## config.mk

```make
export PLATFORM = sky130hd
export DESIGN_NAME = uart_sched_flat
export DESIGN_NICKNAME = d
export VERILOG_FILES = /design/src/rtl/uart_sched_if.sv /design/src/rtl/uart_sched.sv /design/src/flat_wrapper.sv
export SDC_FILE = /design/constraint.sdc
export NUM_CORES = 1
export LEC_CHECK = 0
export BUFFER_PORTS_ARGS = -buffer_cell sky130_fd_sc_hd__buf_2
export CORE_MARGIN = 3
export CORE_UTILIZATION = 50
export DETAILED_ROUTE_END_ITERATION = 12
export GPL_ROUTABILITY_DRIVEN = 0
export PLACE_DENSITY = 0.74
export SETUP_SLACK_MARGIN = 0.3
export SLEW_MARGIN = 20
export SYNTH_ARGS = -nofsm -noshare
export SYNTH_HDL_FRONTEND = slang
export SYNTH_SLANG_ARGS = --single-unit
export TNS_END_PERCENT = 10
```

## constraint.sdc

```tcl
create_clock -name clk -period 2.9 [get_ports clk]
set_clock_uncertainty 0.05 [all_clocks]
set_input_delay 0.725 -clock clk [delete_from_list [all_inputs] [get_ports clk]]
set_output_delay 0.725 -clock clk [all_outputs]
set_load 0.01 [all_outputs]
```

## src/rtl/uart_sched_if.sv

```systemverilog
// Bundle between the scheduler, its two requesters and the shared uart.
// The master modport is the scheduler side; the slave modport is the surrounding logic.
interface uart_sched_if #(
  parameter int unsigned DBIT = 8
);
  logic [1:0]      req;
  logic [DBIT-1:0] cmd_data0;
  logic [DBIT-1:0] cmd_data1;
  logic [1:0]      cmd_valid;
  logic [1:0]      cmd_last;
  logic [1:0]      cmd_ready;
  logic [1:0]      gnt;
  logic [DBIT-1:0] rsp_data;
  logic            rsp_valid;
  logic            rsp_last;
  logic            done;
  logic            err;
  logic            wr_uart;
  logic [DBIT-1:0] w_data;
  logic            tx_full;
  logic            rd_uart;
  logic [DBIT-1:0] r_data;
  logic            rx_empty;
  logic            e_parity;
  logic            e_frame;

  modport master (
    input  req, cmd_data0, cmd_data1, cmd_valid, cmd_last,
    input  tx_full, r_data, rx_empty, e_parity, e_frame,
    output cmd_ready, gnt, rsp_data, rsp_valid, rsp_last, done, err,
    output wr_uart, w_data, rd_uart
  );

  modport slave (
    output req, cmd_data0, cmd_data1, cmd_valid, cmd_last,
    output tx_full, r_data, rx_empty, e_parity, e_frame,
    input  cmd_ready, gnt, rsp_data, rsp_valid, rsp_last, done, err,
    input  wr_uart, w_data, rd_uart
  );
endinterface

```

## src/rtl/uart_sched.sv

```systemverilog
// Shares one uart between two requesters: sends a command, collects the reply up to
// the prompt byte, hands it back to the granted requester, then rearbitrates round-robin.
module uart_sched #(
  parameter int unsigned         DBIT     = 8,
  parameter logic [DBIT-1:0]     PROMPT   = DBIT'(8'h3E),
  parameter int unsigned         TMO_BITS = 24,
  parameter logic [TMO_BITS-1:0] TMO      = TMO_BITS'(5_000_000)
) (
  input  logic         clk,
  input  logic         reset,
  uart_sched_if.master bus
);

  typedef enum logic [3:0] {
    IDLE, TX_WAIT, TX_PULSE, TX_GAP, RX_WAIT, RX_PULSE, RX_GAP, RX_EMIT, FINISH
  } state_e;

  state_e              state_q;
  logic                last_q;
  logic                sel_q;
  logic [1:0]          gnt_q;
  logic [1:0]          cmd_ready_q;
  logic [DBIT-1:0]     w_data_q;
  logic                wr_q;
  logic                rd_q;
  logic                last_flag_q;
  logic [1:0]          gap_q;
  logic [TMO_BITS-1:0] tmo_q;
  logic                err_flag_q;
  logic [DBIT-1:0]     rsp_data_q;
  logic                rsp_valid_q;
  logic                rsp_last_q;
  logic                done_q;
  logic                err_q;

  logic                pick_d;
  logic                cur_valid_c;
  logic                cur_last_c;
  logic [DBIT-1:0]     cur_data_c;
  logic                in_rx_c;

  // Prefer the requester that was not served last; fall back to the other one.
  assign pick_d      = bus.req[~last_q] ? ~last_q : last_q;
  assign cur_valid_c = sel_q ? bus.cmd_valid[1] : bus.cmd_valid[0];
  assign cur_last_c  = sel_q ? bus.cmd_last[1]  : bus.cmd_last[0];
  assign cur_data_c  = sel_q ? bus.cmd_data1    : bus.cmd_data0;
  assign in_rx_c     = (state_q == RX_WAIT) || (state_q == RX_PULSE) ||
                       (state_q == RX_GAP)  || (state_q == RX_EMIT);

  always_ff @(posedge clk) begin
    if (reset) begin
      state_q     <= IDLE;
      last_q      <= 1'b1;
      sel_q       <= 1'b0;
      gnt_q       <= '0;
      cmd_ready_q <= '0;
      w_data_q    <= '0;
      wr_q        <= 1'b0;
      rd_q        <= 1'b0;
      last_flag_q <= 1'b0;
      gap_q       <= '0;
      tmo_q       <= '0;
      err_flag_q  <= 1'b0;
      rsp_data_q  <= '0;
      rsp_valid_q <= 1'b0;
      rsp_last_q  <= 1'b0;
      done_q      <= 1'b0;
      err_q       <= 1'b0;
    end else begin
      cmd_ready_q <= '0;
      wr_q        <= 1'b0;
      rd_q        <= 1'b0;
      rsp_valid_q <= 1'b0;
      rsp_last_q  <= 1'b0;
      done_q      <= 1'b0;
      err_q       <= 1'b0;
      if (in_rx_c && (bus.e_parity || bus.e_frame)) err_flag_q <= 1'b1;

      case (state_q)
        IDLE: begin
          if (|bus.req) begin
            sel_q      <= pick_d;
            gnt_q      <= pick_d ? 2'b10 : 2'b01;
            err_flag_q <= 1'b0;
            state_q    <= TX_WAIT;
          end
        end
        TX_WAIT: begin
          if (cur_valid_c && !bus.tx_full) begin
            cmd_ready_q <= gnt_q;
            w_data_q    <= cur_data_c;
            last_flag_q <= cur_last_c;
            wr_q        <= 1'b1;
            state_q     <= TX_PULSE;
          end
        end
        TX_PULSE: begin
          gap_q   <= '0;
          state_q <= TX_GAP;
        end
        // Two low cycles let the uart's write edge detector re-arm.
        TX_GAP: begin
          if (gap_q == 2'd1) begin
            tmo_q   <= '0;
            state_q <= last_flag_q ? RX_WAIT : TX_WAIT;
          end else begin
            gap_q <= gap_q + 2'd1;
          end
        end
        RX_WAIT: begin
          if (!bus.rx_empty) begin
            rd_q    <= 1'b1;
            state_q <= RX_PULSE;
          end else if (tmo_q == TMO - TMO_BITS'(1)) begin
            err_flag_q <= 1'b1;
            state_q    <= FINISH;
          end else begin
            tmo_q <= tmo_q + TMO_BITS'(1);
          end
        end
        RX_PULSE: begin
          gap_q   <= '0;
          state_q <= RX_GAP;
        end
        // Three cycles cover edge detect, FIFO pop and the uart's r_data register.
        RX_GAP: begin
          if (gap_q == 2'd2) begin
            rsp_data_q  <= bus.r_data;
            rsp_valid_q <= 1'b1;
            rsp_last_q  <= (bus.r_data == PROMPT);
            state_q     <= RX_EMIT;
          end else begin
            gap_q <= gap_q + 2'd1;
          end
        end
        RX_EMIT: begin
          if (rsp_last_q) begin
            state_q <= FINISH;
          end else begin
            tmo_q   <= '0;
            state_q <= RX_WAIT;
          end
        end
        FINISH: begin
          done_q  <= 1'b1;
          err_q   <= err_flag_q;
          gnt_q   <= '0;
          last_q  <= sel_q;
          state_q <= IDLE;
        end
        default: state_q <= IDLE;
      endcase
    end
  end

  assign bus.gnt       = gnt_q;
  assign bus.cmd_ready = cmd_ready_q;
  assign bus.w_data    = w_data_q;
  assign bus.wr_uart   = wr_q;
  assign bus.rd_uart   = rd_q;
  assign bus.rsp_data  = rsp_data_q;
  assign bus.rsp_valid = rsp_valid_q;
  assign bus.rsp_last  = rsp_last_q;
  assign bus.done      = done_q;
  assign bus.err       = err_q;

endmodule

```

## src/flat_wrapper.sv

```systemverilog
// flat-port wrapper written by rule: the top's interface ports become plain ports
module uart_sched_flat 
#(
  parameter int unsigned         DBIT     = 8,
  parameter logic [DBIT-1:0]     PROMPT   = DBIT'(8'h3E),
  parameter int unsigned         TMO_BITS = 24,
  parameter logic [TMO_BITS-1:0] TMO      = TMO_BITS'(5_000_000)
)
  (clk, reset, bus_req, bus_cmd_data0, bus_cmd_data1, bus_cmd_valid, bus_cmd_last, bus_tx_full, bus_r_data, bus_rx_empty, bus_e_parity, bus_e_frame, bus_cmd_ready, bus_gnt, bus_rsp_data, bus_rsp_valid, bus_rsp_last, bus_done, bus_err, bus_wr_uart, bus_w_data, bus_rd_uart);
  uart_sched_if #(.DBIT(DBIT)) bus_i ();
  input  logic clk;
  input  logic reset;
  input wire logic [$bits(bus_i.req)-1:0] bus_req;
  input wire logic [$bits(bus_i.cmd_data0)-1:0] bus_cmd_data0;
  input wire logic [$bits(bus_i.cmd_data1)-1:0] bus_cmd_data1;
  input wire logic [$bits(bus_i.cmd_valid)-1:0] bus_cmd_valid;
  input wire logic [$bits(bus_i.cmd_last)-1:0] bus_cmd_last;
  input wire logic [$bits(bus_i.tx_full)-1:0] bus_tx_full;
  input wire logic [$bits(bus_i.r_data)-1:0] bus_r_data;
  input wire logic [$bits(bus_i.rx_empty)-1:0] bus_rx_empty;
  input wire logic [$bits(bus_i.e_parity)-1:0] bus_e_parity;
  input wire logic [$bits(bus_i.e_frame)-1:0] bus_e_frame;
  output wire logic [$bits(bus_i.cmd_ready)-1:0] bus_cmd_ready;
  output wire logic [$bits(bus_i.gnt)-1:0] bus_gnt;
  output wire logic [$bits(bus_i.rsp_data)-1:0] bus_rsp_data;
  output wire logic [$bits(bus_i.rsp_valid)-1:0] bus_rsp_valid;
  output wire logic [$bits(bus_i.rsp_last)-1:0] bus_rsp_last;
  output wire logic [$bits(bus_i.done)-1:0] bus_done;
  output wire logic [$bits(bus_i.err)-1:0] bus_err;
  output wire logic [$bits(bus_i.wr_uart)-1:0] bus_wr_uart;
  output wire logic [$bits(bus_i.w_data)-1:0] bus_w_data;
  output wire logic [$bits(bus_i.rd_uart)-1:0] bus_rd_uart;
  assign bus_i.req = bus_req;
  assign bus_i.cmd_data0 = bus_cmd_data0;
  assign bus_i.cmd_data1 = bus_cmd_data1;
  assign bus_i.cmd_valid = bus_cmd_valid;
  assign bus_i.cmd_last = bus_cmd_last;
  assign bus_i.tx_full = bus_tx_full;
  assign bus_i.r_data = bus_r_data;
  assign bus_i.rx_empty = bus_rx_empty;
  assign bus_i.e_parity = bus_e_parity;
  assign bus_i.e_frame = bus_e_frame;
  assign bus_cmd_ready = bus_i.cmd_ready;
  assign bus_gnt = bus_i.gnt;
  assign bus_rsp_data = bus_i.rsp_data;
  assign bus_rsp_valid = bus_i.rsp_valid;
  assign bus_rsp_last = bus_i.rsp_last;
  assign bus_done = bus_i.done;
  assign bus_err = bus_i.err;
  assign bus_wr_uart = bus_i.wr_uart;
  assign bus_w_data = bus_i.w_data;
  assign bus_rd_uart = bus_i.rd_uart;
  uart_sched #(.DBIT(DBIT), .PROMPT(PROMPT), .TMO_BITS(TMO_BITS), .TMO(TMO)) u_core (.clk(clk), .reset(reset), .bus(bus_i));
endmodule
```

Yosys cells after proc, flatten, opt, wreduce, memory -nomap -nowiden
Index checks and enable logic that the tools add are counted.
{ "word_totals": {"register_bits": 60, "elab_cells": 110, "in_bits": 36, "out_inout_bits": 26} }
{ "op_classes": {"order_cmp": 1, "reduce_logical": 26, "n_addsub": 2, "eq_ne": 22, "mux": 35, "n_bitwise": 7} }
{ "ops": {"columns": ["operator", "count"], "rows": [
  ["2-to-1 mux 24 bit", 4],
  ["one-hot mux 24 bit (3 select lines)", 1],
  ["one-hot mux 4 bit (8 select lines)", 1],
  ["2-to-1 mux 4 bit", 7],
  ["adder 24 x 1 -> 24 bit (second input constant)", 1],
  ["equality test 24 x 23 -> 1 bit (second input constant)", 1],
  ["equality test 4 x 3 -> 1 bit (second input constant)", 4],
  ["2-to-1 mux 1 bit", 13],
  ["inequality test 2 bit (second input constant)", 6],
  ["OR reduction 2 bit", 6],
  ["AND reduction 5 bit", 2],
  ["equality test 4 x 2 -> 1 bit (second input constant)", 2],
  ["equality test 8 x 6 -> 1 bit (second input constant)", 1],
  ["2-to-1 mux 2 bit", 4],
  ["2-to-1 mux 8 bit", 1],
  ["AND reduction 2 bit", 4],
  ["NOT 1 bit", 7],
  ["inequality test 2 x 1 -> 1 bit (second input constant)", 3],
  ["one-hot mux 2 bit (3 select lines)", 1],
  ["nonzero test 3 bit", 2],
  ["OR reduction 3 bit", 2],
  ["equality test 4 x 1 -> 1 bit (second input constant)", 1],
  ["equality test 4 bit (second input constant)", 1],
  ["logical NOT 4 bit", 1],
  ["13 further kinds", 17]
]} }

Logic depth before layout (Yosys ltp)
{ "depth": {"ltp_word": 9, "mapped_depth": 9, "mapped_depth_nobuf": 7} }

Least setup slack after synthesis
OpenSTA, ideal clock, no wires.
{ "synth_path": {"path_type": "flip-flop to flip-flop", "from": "reg u_core.tmo_q[0]", "to": "reg u_core.state_q[0]", "period_less_slack_ns": 2.159, "path_buffers": 0, "arrival_ns": 2.013, "setup_time_ns": 0.096, "required_ns": 2.754, "path_stages_with_launch": 7, "setup_slack_ns": 0.741, "path_cell_list": "dfxtp_1 -> ha_1 -> inv_1 -> or4_4 -> or3_4 -> a21o_1 -> o41ai_2"} }
{ "synth_between": {"elab_chain_len": 3} }
{ "synth_rtl": {"columns": ["element", "line_no", "rtl"], "rows": [
  ["start, declared", "uart_sched.sv:28", "logic [TMO_BITS-1:0] tmo_q;"],
  ["start signal, assigned", "uart_sched.sv:118", "tmo_q <= tmo_q + TMO_BITS'(1);"],
  ["equality test 24 x 23 -> 1 bit", "uart_sched.sv:114", "end else if (tmo_q == TMO - TMO_BITS'(1)) begin"],
  ["inequality test 3 bit (no line)", null, null],
  ["AND reduction 5 bit (no line)", null, null],
  ["end signal, assigned", "uart_sched.sv:105", "state_q <= last_flag_q ? RX_WAIT : TX_WAIT;"],
  ["end, declared", "uart_sched.sv:18", "state_e state_q;"]
]} }
Every way passes these cells.
A chain may end at the register's enable or synchronous reset.

Final worst setup path
{ "layout_path": {"from": "reg u_core.state_q[2]", "to": "reg u_core.tmo_q[5]"} }
{ "layout_between": {"elab_chain_len": 3, "word_cells_on_any_way": 10, "classes_between": "eq/ne (7); mux (1); reduce/logical (2)"} }
{ "layout_rtl": {"columns": ["element", "line_no", "rtl"], "rows": [
  ["equality test 4 x 3 -> 1 bit / equality test 4 x 2 -> 1 bit (equally long branches)", "uart_sched.sv:79", "case (state_q)"],
  ["inequality test 2 bit (no line) (tied with other cells)", null, null],
  ["AND reduction 5 bit (no line)", null, null]
]} }
Several ways; a longest one is shown, not always the timed one.

==> metrics.yaml <==
status: "complete, no violations"
p_leak_nw: 1.39
syn_area_um2: 2940
muxShareOfSynthArea_pct: 8.25
n_antenna_cell: 0
grt_usage_pct: 20.7
routed_via_density: 5.67
synth_edf_count: 0
htreeDepth: 3
hold_violations: 0
synth-main-ff-cell: "dfxtp_1"
clock.fmax_ghz: 0.428
io_pins: 62
worst_slew_pin_slew_ns: 0.992
num-fill-cells: 497
antenna_found_initial: 0
drtAntennaViolNets: 0
path_max_fanout: 22
cp.required_ns: 3.09
hold_start: "u_core.err_flag_q"
power_density_nw_per_um2: 675
fin_ws_ns: 0.561
synth_adder_area_share_pct: 1.28
end_kind: "flop"
post-route-min-period_ns: 2.34
clock-sinks: 60
final_util_pct: 62.7
dp_hpwl_mm: 4.59
slew_headroom_pct: 33.5
fin_cells: 472
syn_inst: 337
min_to: "u_core.bus.err"
r2r_cells: 6
multi_input_area_um2: 1640
synth.distinct_cells: 50
switching_share_pct: 30.9
hold_path_depth: 1
rsz0062_at_grt: "yes"
nets: 434
clk_latency_ns: 0.34
synth_compound_area_share_pct: 15.3
cts.clk_slew.worst_paths_ns: 0.07
drt-total-wl_mm: 6.30
synth_top_family_by_area: "simple AND/OR/NAND/NOR gates"
syn_area_per_cell_um2: 8.73
grt_max_degree: 23
drive_above_1_share_pct: 23.3
drcViolationCount: 0
finalPower_mw: 2.37
hold_ws_ns: 0.415
fp.dieArea_um2: 6840
placed_cells: 456
cts_root_buf: "clkbuf_8"
cts_tree: "done"
synth_xor_xnor_area_share_pct: 2.68
initial_core_util_pct: 52.5
synth-simple-area-share_pct: 27.8
layout-area-overhead-vs-synth_pct: 19.5
synth_fp_nets: 376
yosysSeqAreaShare_pct: 40.8
first_pass_iters: 4
maxCapViolations: 0
cts_buffer_depth: 2
ys_warn_count: 0
grt_first_pass_wirelength_mm: 10.8
place_ws_ns: 0.570
critPathArrivalTime_ns: 2.53
coreArea_um2: 5610
ff_latch_area_um2: 1200
ir_worst_vdd_mv: 0.379
cp-start-kind: "flop"
rows: 27
cts_made_buffers: 9
ys_ff_latch: 60
vias: 2677
drt-initial-drc-count: 143
tns_ns: 0
die_y_um: 82.7
pwr-share-comb_pct: 23.1
r2r_start: "u_core.state_q[2]"
netSwitchingPower_mw: 0.733
pwr-share-clk_pct: 34.7
finalSetupViolCount: 0
r2r_setup_slack_ns: 0.56
post-route-period-util_pct: 80.7
synth-async-reset-ratio_pct: 0
grt_pass1_vias: 2397
post_cts_buffers: 0
fin_area_um2: 3520
crit_type: "flop to flop"
overflow: 0
port_buffers: 61
rr_endpoint: "u_core.tmo_q[5]"
post_drt_wl_per_cell_um: 13.3
min_path_type: "flop to flop"
pwr-share-seq_pct: 42.2
finalMaxSlewViolations: 0
p_int_mw: 1.64
place_area_um2: 3300
die_x_um: 82.7
[placed cells by master (no fill, tap or decap), types with 2 or more instances in the layout]
master and count:
a2111oi_0 5, a211oi_1 12, a21oi_1 23, and2_1 4
and4_1 2, buf_2 61, buf_4 5, bufinv_16 2
clkbuf_8 10, clkinv_2 3, dfxtp_1 60, ha_1 3
inv_1 8, mux2_2 2, mux2i_1 22, nand2_1 19
nand2b_1 4, nand3_1 12, nand3b_1 3, nand4_1 5
nor2_1 44, nor2b_1 4, nor3_1 8, nor3b_1 3
nor4_1 4, nor4b_1 4, nor4b_2 2, o211ai_1 2
o21ai_0 10, o31ai_1 8, or3_1 8, or4_1 9
xnor2_1 8
[worst max-delay path, stage by stage (launching register included)]
cell and delay [ns]:
dfxtp_1 0.65, nor4b_2 0.36, and2_1 0.25, nor2_1 0.06, buf_4 0.20, nor4_1 0.31
mux2_2 0.36
[cell families after synthesis]
kind of cell             count (synthesis)
flip-flops                              60
XOR/XNOR                                 9
buffers and inverters                   27
adder cells (fa/ha/maj)                  3
AO/OA/AOI/OAI                           68
AND/OR/NAND/NOR                        146
multiplexers                            24
[how the worst max path moves through the flow]
stage / startpoint / end / slack [ns] / cells after the start
after detailed placement: u_core.state_q[2] / u_core.tmo_q[5] / 0.57 / 6
after CTS: u_core.state_q[2] / u_core.tmo_q[5] / 0.56 / 6
after global routing: u_core.state_q[2] / u_core.tmo_q[21] / 0.23 / 5
after floorplan: u_core.tmo_q[0] / u_core.state_q[0] / 0.74 / 6
after global placement: u_core.state_q[2] / u_core.tmo_q[5] / 0.63 / 6
final: u_core.state_q[2] / u_core.tmo_q[5] / 0.56 / 6
[flip-flops by register name, summed over array words and instances (netlist names)]
name                  cells
u_core.bus.wr_uart        1
u_core.gap_q              2
u_core.bus.rsp_last       1
u_core.bus.done           1
u_core.bus.err            1
u_core.last_q             1
u_core.sel_q              1
u_core.bus.rd_uart        1
u_core.bus.rsp_valid      1
u_core.last_flag_q        1
u_core.tmo_q             24
u_core.bus.rsp_data       8
u_core.bus.cmd_ready      2
u_core.bus.gnt            2
u_core.state_q            4
u_core.err_flag_q         1
u_core.bus.w_data         8
[cell type report]
type / instances / share of cell area (%)
multi-input combinational: 250 / 46.5
clock inverter: 5 / 2.14
inverter: 8 / 0.854
timing repair buffer: 66 / 9.75
tap: 72 / 2.56
sequential: 60 / 34.2
clock buffer: 11 / 4.02
[power by group through the flow]
stage | Sequential [mW] | Combinational, mW | Clock, mW
2_1_floorplan | 0.960 | 0.467 | 0
6_report | 1.00 | 0.549 | 0.822
4_1_cts | 0.999 | 0.554 | 0.843
3_5_place_dp | 1.02 | 0.553 | 0
5_1_grt | 1.02 | 0.623 | 0.881
3_3_place_gp | 1.01 | 0.539 | 0
[layer usage]
metal	vias up	share of wire, %	track usage, %
met4	0	2.5	11.4
li1	1362	-	-
met2	76	45	32.0
met1	1226	47	26.2
met3	13	5.6	5.21
met5	-	0	0
[cells in the mapped netlist (2+ instances only)]
cell type	instances	area share, %
inv_1	8	1.0
nand2b_1	4	0.85
and4_1	2	0.60
a21oi_1	23	3.9
xnor2_1	8	2.4
o211ai_1	2	0.51
nand3_1	12	2.0
buf_1	2	0.26
nor2_1	44	5.6
nand4_1	5	1.1
mux2i_1	22	7.5
nand2_1	19	2.4
or4_1	9	2.3
nor4b_2	2	1.0
clkbuf_1	13	1.7
nor3_1	8	1.4
nor3b_1	3	0.77
nor4_1	5	1.1
and2_1	4	0.85
ha_1	3	1.3
o31ai_1	8	2.0
nor2b_1	4	0.85
mux2_2	2	0.77
buf_2	3	0.51
nand3b_1	3	0.77
o21ai_0	10	1.7
a211oi_1	12	3.1
nor4b_1	4	1.2
or3_1	8	1.7
dfxtp_1	60	41
a2111oi_0	6	1.8
[timing repair]
action                                 4_1_cts  5_1_grt
endpoints found under the hold margin        0        0
gates resized for setup                      0        1
hold buffers                                 0        0
setup endpoints to repair                    0        3
Note: power is estimated with default switching activity, not from simulation.
